===== config.mk =====
export PLATFORM = sky130hd
export DESIGN_NAME = game_round_ctrl
export DESIGN_NICKNAME = d
export VERILOG_FILES = /design/src/rtl/game_round_ctrl.sv
export SDC_FILE = /design/constraint.sdc
export NUM_CORES = 1
export LEC_CHECK = 0
export ABC_AREA = 1
export CORE_MARGIN = 2
export CORE_UTILIZATION = 40
export DETAILED_ROUTE_END_ITERATION = 7
export PLACE_DENSITY = 0.63
export SLEW_MARGIN = 20
export SYNTH_ARGS = -nofsm -noshare
export SYNTH_HDL_FRONTEND = slang
export SYNTH_SLANG_ARGS = --single-unit

===== constraint.sdc =====
create_clock -name clk -period 1.68 [get_ports clk]
set_input_delay 0.252 -clock clk [delete_from_list [all_inputs] [get_ports clk]]
set_output_delay 0.252 -clock clk [all_outputs]
set_load 0.01 [all_outputs]

===== src/rtl/game_round_ctrl.sv =====
// Game-flow controller for the whack-a-mole core: synchronises the start/pause buttons
// and sequences IDLE -> READY countdown -> PLAY (with pause) across N_ROUNDS rounds -> DONE.
module game_round_ctrl #(
  parameter int N_ROUNDS    = 3,
  parameter int READY_TICKS = 3,
  parameter bit PAUSE_EN    = 1'b1,
  localparam int RW = (N_ROUNDS > 1) ? $clog2(N_ROUNDS) : 1,
  localparam int CW = (READY_TICKS > 0) ? $clog2(READY_TICKS + 1) : 1
) (
  input  logic          clk,
  input  logic          reset,
  input  logic          tick_i,
  input  logic          start_btn_i,
  input  logic          pause_btn_i,
  input  logic          round_time_up_i,
  output logic          sys_reset_o,
  output logic          game_active_o,
  output logic          round_start_o,
  output logic [RW-1:0] round_idx_o,
  output logic [CW-1:0] countdown_o,
  output logic          game_done_o,
  output logic [2:0]    state_o
);

  typedef enum logic [2:0] {
    IDLE  = 3'd0,
    READY = 3'd1,
    PLAY  = 3'd2,
    PAUSE = 3'd3,
    DONE  = 3'd4
  } stateT;

  localparam logic [RW-1:0] LAST_ROUND = RW'(N_ROUNDS - 1);
  localparam logic [CW-1:0] READY_CNT  = CW'(READY_TICKS);

  stateT         state_q, state_d;
  logic [CW-1:0] countdown_q, countdown_d;
  logic [RW-1:0] roundIdx_q, roundIdx_d;
  logic          roundStart_q, roundStart_d;

  logic [1:0]    startSync_q, pauseSync_q;
  logic          startPrev_q, pausePrev_q;
  logic          startPress, pausePress;

  // Sync chains reset to 1 so a button already held at reset release is not seen as a press.
  always_ff @(posedge clk or posedge reset) begin
    if (reset) begin
      startSync_q <= 2'b11;
      pauseSync_q <= 2'b11;
      startPrev_q <= 1'b1;
      pausePrev_q <= 1'b1;
    end else begin
      startSync_q <= {startSync_q[0], start_btn_i};
      pauseSync_q <= {pauseSync_q[0], pause_btn_i};
      startPrev_q <= startSync_q[1];
      pausePrev_q <= pauseSync_q[1];
    end
  end

  assign startPress = startSync_q[1] & ~startPrev_q;
  assign pausePress = pauseSync_q[1] & ~pausePrev_q;

  always_ff @(posedge clk or posedge reset) begin
    if (reset) begin
      state_q      <= IDLE;
      countdown_q  <= '0;
      roundIdx_q   <= '0;
      roundStart_q <= 1'b0;
    end else begin
      state_q      <= state_d;
      countdown_q  <= countdown_d;
      roundIdx_q   <= roundIdx_d;
      roundStart_q <= roundStart_d;
    end
  end

  // Countdown defaults to zero so it only ever holds a value while in READY.
  always_comb begin
    state_d      = state_q;
    countdown_d  = '0;
    roundIdx_d   = roundIdx_q;
    roundStart_d = 1'b0;
    case (state_q)
      IDLE: begin
        roundIdx_d = '0;
        if (startPress) begin
          state_d     = READY;
          countdown_d = READY_CNT;
        end
      end
      READY: begin
        countdown_d = countdown_q;
        if (startPress) begin
          state_d     = IDLE;
          roundIdx_d  = '0;
          countdown_d = '0;
        end else if (READY_TICKS == 0) begin
          state_d      = PLAY;
          roundStart_d = 1'b1;
          countdown_d  = '0;
        end else if (tick_i) begin
          if (countdown_q <= CW'(1)) begin
            state_d      = PLAY;
            roundStart_d = 1'b1;
            countdown_d  = '0;
          end else begin
            countdown_d = countdown_q - CW'(1);
          end
        end
      end
      PLAY: begin
        if (startPress) begin
          state_d    = IDLE;
          roundIdx_d = '0;
        end else if (round_time_up_i) begin
          if (roundIdx_q == LAST_ROUND) begin
            state_d = DONE;
          end else begin
            state_d     = READY;
            roundIdx_d  = roundIdx_q + RW'(1);
            countdown_d = READY_CNT;
          end
        end else if (PAUSE_EN && pausePress) begin
          state_d = PAUSE;
        end
      end
      PAUSE: begin
        if (startPress) begin
          state_d    = IDLE;
          roundIdx_d = '0;
        end else if (pausePress) begin
          state_d = PLAY;
        end
      end
      DONE: begin
        if (startPress) begin
          state_d    = IDLE;
          roundIdx_d = '0;
        end
      end
      default: begin
        state_d    = IDLE;
        roundIdx_d = '0;
      end
    endcase
  end

  assign sys_reset_o   = (state_q == IDLE);
  assign game_active_o = (state_q == PLAY);
  assign game_done_o   = (state_q == DONE);
  assign round_start_o = roundStart_q;
  assign round_idx_o   = roundIdx_q;
  assign countdown_o   = countdown_q;
  assign state_o       = state_q;

endmodule


# Word level (Yosys, flattened, before mapping)
# Index checks and enable logic that the tools add are counted.
op_classes:
  add_sub_neg: 2
  mul: 0
  n_div: 0
  order_cmp: 1
  eq_ne: 14
  shifts: 0
  n_mux: 29
  bitwise_logic: 4
  reduce_logical: 4
op_table:
  columns: ["cell", "count"]
  rows:
  - ["$mux 3", 11]
  - ["$mux 2", 11]
  - ["$pmux 3 s5", 1]
  - ["$ne 3x3->1 const B", 4]
  - ["$eq 3x2->1 const B", 2]
  - ["$ne 2x1->1 const B", 3]
  - ["$pmux 2 s3", 1]
  - ["$reduce_and 6->1", 1]
  - ["$mux 1", 4]
  - ["$ne 4x2->1 const B", 1]
  - ["$pmux 2 s2", 1]
  - ["$eq 3x1->1 const B", 1]
  - ["$eq 3x3->1 const B", 1]
  - ["$logic_not 3->1", 1]
  - ["$ne 3x2->1 const B", 1]
  - ["$reduce_and 3->1", 1]
  - ["$reduce_or 3->1", 1]
  - ["$add 2x1->2 const B", 1]
  - ["$and 1x1->1", 2]
  - ["$eq 2x2->1 const B", 1]
  - ["$le 2x1->1 const B", 1]
  - ["$not 1->1", 2]
  - ["$sub 2x1->2 const B", 1]
word_totals:
  ff_bits: 14
  latchBits: 0
  ram_bits: 0
  rom_bits: 0
  input_bits: 6
  elab_cells: 62
  n_memories: 0

# Depth between registers and ports, before layout
# Gate-level depths: netlist (run 1).
logic_depth:
  ltp_word: 6
  depth_mapped: 9
  mapped_depth_nobuf: 8

# Worst setup path before layout (run 1)
# No wires, ideal clock.
synth_path:
  path_type: "reg2reg"
  from: "register roundIdx_q[0] (netlist: round_idx_o[0])"
  to: "register roundIdx_q[0] (netlist: round_idx_o[0])"
  setup_time_ns: 0.065
  t_arrival_ns: 1.214
  t_required_ns: 1.615
  slack_ns: 0.401
  path_stages_with_launch: 8
  n_path_buf: 0
  synth_period_minus_slack_ns: 1.279
  path_cell_list: "dfrtp_1 > inv_1 > ha_1 > nor2_1 > nor2_2 > nor3_2 > nand3_1 > nand2_1"
synth_between:
  elab_chain_cells: 5
synth_lines:
  columns: ["element", "line_no", "source"]
  rows:
  - ["start: declaration", "38", "logic [RW-1:0] roundIdx_q, roundIdx_d;"]
  - ["start signal: assignment", "72", "roundIdx_q <= roundIdx_d;"]
  - ["$add 2x1->2", "120", "roundIdx_d = roundIdx_q + RW'(1);"]
  - ["$mux 2", "116", "if (roundIdx_q == LAST_ROUND) begin"]
  - ["$mux 2", "115", "end else if (round_time_up_i) begin"]
  - ["$mux 2", "112", "if (startPress) begin"]
  - ["$pmux 2 s2", "83", "case (state_q)"]
# Parallel ways exist; a longest one is shown, timed or not. The select of a mux whose other input is x is not followed.
# A chain may end at the register's enable or synchronous reset.

# Worst setup path in the final report (run 1)
layout_path:
  from: "register state_q[1] (netlist: state_o[1])"
  to: "output port state_o[1]"
layout_lines:
  columns: ["element", "line_no", "source"]
  rows:
  - ["start: declaration", "36", "stateT state_q, state_d;"]
  - ["start signal: assignment", "70", "state_q <= state_d;"]
  - ["end: declaration", "22", "output logic [2:0] state_o"]
# No word-level cell between the ends.

==> results_dict.tcl, run 1 <==
set metrics [dict create \
    cp_data_required_time_ns 1.43 \
    holdCritPathClass "input pin to asynchronous set/reset pin" \
    cap_violations 0 \
    synthCells 101 \
    synthAdderAreaFrac 0.0159 \
    cts_hold_buf 0 \
    finalCritPeriodShare 0.959 \
    reg2reg_depth 7 \
    grt_pass1_vias 610 \
    start_util 0.413 \
    clock-root-buffer "clkbuf_4" \
    worst_path_largest_cell_delay_ns 0.54 \
    drv_slew 0 \
    p_leak_nw 0.506 \
    die-area_um2 2330 \
    drt_wl_total_um 1540 \
    core_area_um2 1900 \
    worstMarginPinSlew_ns 0.490 \
    port_buffers 16 \
    yosysWarnings 0 \
    setup_slack_ns 0.0692 \
    synth_xor_xnor_area_share 0 \
    synth_top_cell_area_share 0.255 \
    layout_commonest_cell "nand2_1" \
    grt_pass1_wl_um 2620 \
    hold_violations 0 \
    powerDensity_nw_per_um2 1400 \
    grt_setup_unrepaired "false" \
    route.detailed.wl_per_inst_um 10.3 \
    synthToLayoutAreaGrowth_pct 28.5 \
    synth.mux.area_fraction 0 \
    globalplace.congestion 0.843 \
    yosys.area_share.simple 0.390 \
    drt_iter0_markers 9 \
    cts_made_buffers 3 \
    setup_viol 0 \
    post_dp_cell_area_um2 983 \
    grt_max_degree 15 \
    reg2reg_from "startPrev_q" \
    layout_common_cells "nand2_1, nor2_1, nand3_1, clkdlybuf4s50_1, inv_1" \
    synth_nets 108 \
    cp.arrival_ns 1.36 \
    n_antenna_cell 0 \
    syn_avg_cell_area_um2 7.78 \
    design_area_um2 1010 \
    pin_count 17 \
    yosys.area.top_type "dfrtp_1" \
    synth_area_leaders "dfrtp_1, dfstp_2, nand2_1, nand3_1, nor2_1" \
    drc 0 \
    via_per_inst 4.63 \
    syn_area_um2 786 \
    clkLatencyLatePin_ns 0.27 \
    synth_top_family_by_area "simple AND/OR/NAND/NOR gates" \
    setup_tns_ns 0 \
    cpLargestDelayFamily "buffers and inverters" \
    rows 16 \
    crit_chain "buf_4 > clkdlybuf4s50_1" \
    yosysSeqAreaShare 0.455 \
    clkSinkCount 14 \
    nFillCells 191 \
    critical_path.slowest_cell "clkdlybuf4s50_1" \
    cts_max_level 1 \
    status "completed" \
    num_vias 690 \
    die_h_um 48.3 \
    critPathKind "flip-flop to output port" \
    start_kind "flip-flop" \
    timing.critical_path.buf_inv 2 \
    clk_pin_slew_ns 0.08 \
    grt_overflow 0 \
    drive_gt1_frac 0.238 \
    dp_cells 145 \
    synth_cell_types 21 \
    place_ws_ns 0.107 \
    fmax_mhz 621 \
    reg2reg_slack_ns 0.25 \
    dr.pass1.iters 4 \
    crit_fanout 8 \
    ant_nets 0 \
    dieWidth_um 48.3 \
    vdd_drop_max_mv 0.694 \
    ys_ff_latch 14 \
    grt_antenna_before_repair 0 \
    multi_input_area_um2 357 \
    seq_area_um2 359 \
    clockBufferDepth 2 \
    r2r-end "state_o[0]" \
    nets 131 \
    fin_skew_ns 0.00734 \
    cp-end-kind "output port" \
    hpwl_um 1250 \
    cts_tree "yes" \
    fin_cells 149 \
    grt_use_total 0.147 \
    min_period_ns 1.61 \
    synth_compound_area_frac 0.0478 \
    relSlewSlack 0.673 \
]
## timing repair
| item | in CTS | in global routing |
|---|---|---|
| endpoints found under the setup margin | 3 | 0 |
| gates resized for setup | 5 | 0 |
| buffers inserted | 1 | 0 |
## synthesized netlist by cell type (all sizes together)
master,instances
dfrtp,8
o21ai,4
nand3,14
o22ai,1
ha,1
inv,14
dfstp,6
buf,2
nor2,21
nand3b,1
nor3,2
nand2,26
o21a,1
## per-layer routing
layer	global-route usage	vias up	routed length (µm)
met4	0.0762	0	36
met5	0	-	0
met3	0.0432	4	65
met2	0.231	12	721
met1	0.182	315	715
li1	-	359	-
## report_power, final
group | internal [mW] | leakage, nW | switching [mW]
registers | 0.412 | 0.168 | 0.0585
clock network | 0.0828 | 0.0138 | 0.0919
logic | 0.349 | 0.325 | 0.421
total | 0.844 | 0.506 | 0.572
## per-stage QoR
stage	utilization	total power [mW]	hold slack [ns]
5_1_grt	0.531	1.54	0.357
6_report	0.531	1.42	0.295
3_3_place_gp	0.517	1.25	0.347
2_1_floorplan	-	0.965	0.137
4_1_cts	0.531	1.43	0.310
3_5_place_dp	0.517	1.26	0.349
## worst register-to-register path: cells and delay by family, from the launching register on
family / cells / cell delay [ns]
simple gates: 6 / 0.75
flops: 1 / 0.53
buf+inv: 1 / 0.03
## cells by family after synthesis
| logic type | after synthesis |
|---|---|
| adders and majority gates | 1 |
| buffers and inverters | 16 |
| DFF | 14 |
| and+or+nand+nor | 64 |
| AOI/OAI and AO/OA | 6 |
## registers in the layout, summed over array words and instances (netlist names)
signal         flops
state_o            3
countdown_o        2
pauseSync_q        2
round_idx_o        2
startSync_q        2
pausePrev_q        1
round_start_o      1
startPrev_q        1
## cell type report
type,count,area share
well taps,27,0.0335
multi-input cells,71,0.353
clock buffers,3,0.0223
flip-flops and latches,14,0.356
inverters,14,0.0520
repair buffers,20,0.183
## how the worst max path moves through the flow
stage / slack, ns / start / cells past startpoint / to
floorplan: 0.40 / round_idx_o[0] / 7 / round_idx_o[0]
global placement: 0.13 / state_o[0] / 4 / sys_reset_o
detailed placement: 0.11 / state_o[0] / 4 / sys_reset_o
CTS: 0.06 / state_o[1] / 2 / state_o[1]
global route: 0.02 / state_o[1] / 2 / state_o[1]
finish: 0.07 / state_o[1] / 2 / state_o[1]
(Power assumes the default switching activity.)
==> run 2, diff against run 1 <==
--- a/config.mk
+++ b/config.mk
@@ -10,5 +10,7 @@
 export CORE_UTILIZATION = 40
 export DETAILED_ROUTE_END_ITERATION = 7
+export MAX_ROUTING_LAYER = met4
 export PLACE_DENSITY = 0.63
+export SKIP_CTS_REPAIR_TIMING = 1
 export SLEW_MARGIN = 20
 export SYNTH_ARGS = -nofsm -noshare
==> constraint.sdc (replaced) <==
create_clock -name clk -period 1.68 [get_ports clk]
set_input_delay 0.252 -clock clk [delete_from_list [all_inputs] [get_ports clk]]
set_output_delay 0.252 -clock clk [all_outputs]
set_load 0.02 [all_outputs]
==> run 2 against run 1 <==
Net effect: clock-buffer cell count rose by 1; non-clock buffer count rose by 1; global-route usage rose by 1.3 points; clock skew rose by 0.00079 ns; combinational power rose by 9.1%; first-iteration DRC count fell by 33%; register-to-register slack barely moved; utilization rose by 2.0 points; sequential share of layout area fell by 1.3 points; flip-flop and latch count did not move; hold slack improved by 0.0033 ns; largest power group unchanged.
==> results_dict.tcl, run 2 (synthesis results as in run 1) <==
set metrics [dict create \
    core_area_um2 1900 \
    clkSinkCount 14 \
    grt_max_degree 15 \
    cp-end-kind "output port" \
    pin_count 17 \
    n_antenna_cell 0 \
    rows 16 \
    layout_commonest_cell "nand2_1" \
    critical_path.slowest_cell "clkdlybuf4s50_1" \
    cp_data_required_time_ns 1.43 \
    finalCritPeriodShare 0.948 \
    relSlewSlack 0.651 \
    die-area_um2 2330 \
    dieWidth_um 48.3 \
    worstMarginPinSlew_ns 0.523 \
    grt_setup_unrepaired "false" \
    port_buffers 16 \
    cpLargestDelayFamily "buffers and inverters" \
    grt_use_total 0.160 \
    layout_common_cells "nand2_1, nor2_1, nand3_1" \
    clockBufferDepth 2 \
    grt_overflow 0 \
    synthToLayoutAreaGrowth_pct 33.4 \
    start_util 0.413 \
    die_h_um 48.3 \
    crit_chain "clkdlybuf4s50_1" \
    nets 132 \
    dr.pass1.iters 4 \
    grt_pass1_vias 642 \
    critPathKind "flip-flop to output port" \
    status "completed" \
    route.detailed.wl_per_inst_um 10.4 \
    start_kind "flip-flop" \
    fin_skew_ns 0.00813 \
    min_period_ns 1.59 \
    crit_fanout 5 \
    setup_viol 0 \
    clk_pin_slew_ns 0.09 \
    num_vias 684 \
    holdCritPathClass "input pin to asynchronous set/reset pin" \
    p_leak_nw 0.577 \
    clkLatencyLatePin_ns 0.28 \
    timing.critical_path.buf_inv 1 \
    grt_pass1_wl_um 2790 \
    drv_slew 0 \
    fmax_mhz 628 \
    dp_cells 147 \
    largest_reg_flops 3 \
    clock-root-buffer "clkbuf_4" \
    cts_made_buffers 3 \
    powerDensity_nw_per_um2 1480 \
    drc 0 \
    globalplace.congestion 0.861 \
    worst_path_largest_cell_delay_ns 0.64 \
    vdd_drop_max_mv 0.778 \
    holdWs_ns 0.298 \
    drt_wl_total_um 1570 \
    hold_violations 0 \
    cts_max_level 1 \
    drt_iter0_markers 6 \
    nFillCells 193 \
    grt_antenna_before_repair 0 \
    cts_tree "yes" \
    cap_violations 0 \
    cp.arrival_ns 1.34 \
    fin_util 0.551 \
    drive_gt1_frac 0.250 \
    via_per_inst 4.53 \
    hpwl_um 1240 \
    ant_nets 0 \
    fin_cells 151 \
]
==> run 2: cell types whose count changed in the layout (fill, tap and decap cells not counted), sizes merged <==
| cell | delta |
|---|---|
| clkdlybuf4s50 | -1 |
| clkbuf | +1 |
| dlygate4sd2 | -4 |
| dlymetal6s2s | +5 |
| buf | +1 |
==> run 2: final cells by class <==
cell class	count	area [µm²]	share of cell area
flip-flops and latches	14	359	0.342
inverters	14	52.6	0.0501
multi-input cells	71	357	0.340
repair buffers	21	210	0.200
clock buffers	4	36.3	0.0346
well taps	27	33.8	0.0322
==> run 2: worst paths after layout <==
check,startpoint,cells past startpoint,slack [ns],endpoint
setup / recovery,state_o[2],1,0.09,state_o[2]
hold / removal,reset,2,0.30,countdown_o[1]
setup reg to reg,startPrev_q,7,0.26,state_o[0]
hold reg to reg,startSync_q[0],0,0.36,startSync_q[1]
max in group asynchronous,reset,2,0.99,state_o[0]
min in group clk,startSync_q[0],0,0.36,startSync_q[1]
==> run 2: where the power goes <==
| group | internal, mW | switching [mW] |
|---|---|---|
| sequential | 0.415 | 0.0620 |
| clock | 0.132 | 0.106 |
| combinational | 0.353 | 0.488 |
==> run 2: through the flow <==
stage | total power, mW | worst slack, ns | TNS [ns] | cell area, µm²
after floorplan | 1.03 | 0.222 | 0 | 786
after global placement | 1.31 | 0.0829 | 0 | 998
after detailed placement | 1.33 | 0.0118 | 0 | 998
after CTS | 1.58 | -0.307 | -0.832 | 1030
after global routing | 1.70 | 0.00342 | 0 | 1050
final | 1.55 | 0.0867 | 0 | 1050
==> run 2: metal layers <==
metal  up-vias  global-route usage  share of wire
met5         -                   -              0
met4         0              0.0571         0.0089
met3         2              0.0463          0.029
met2        11               0.259           0.48
met1       309               0.190           0.48
li1        362                   -              -
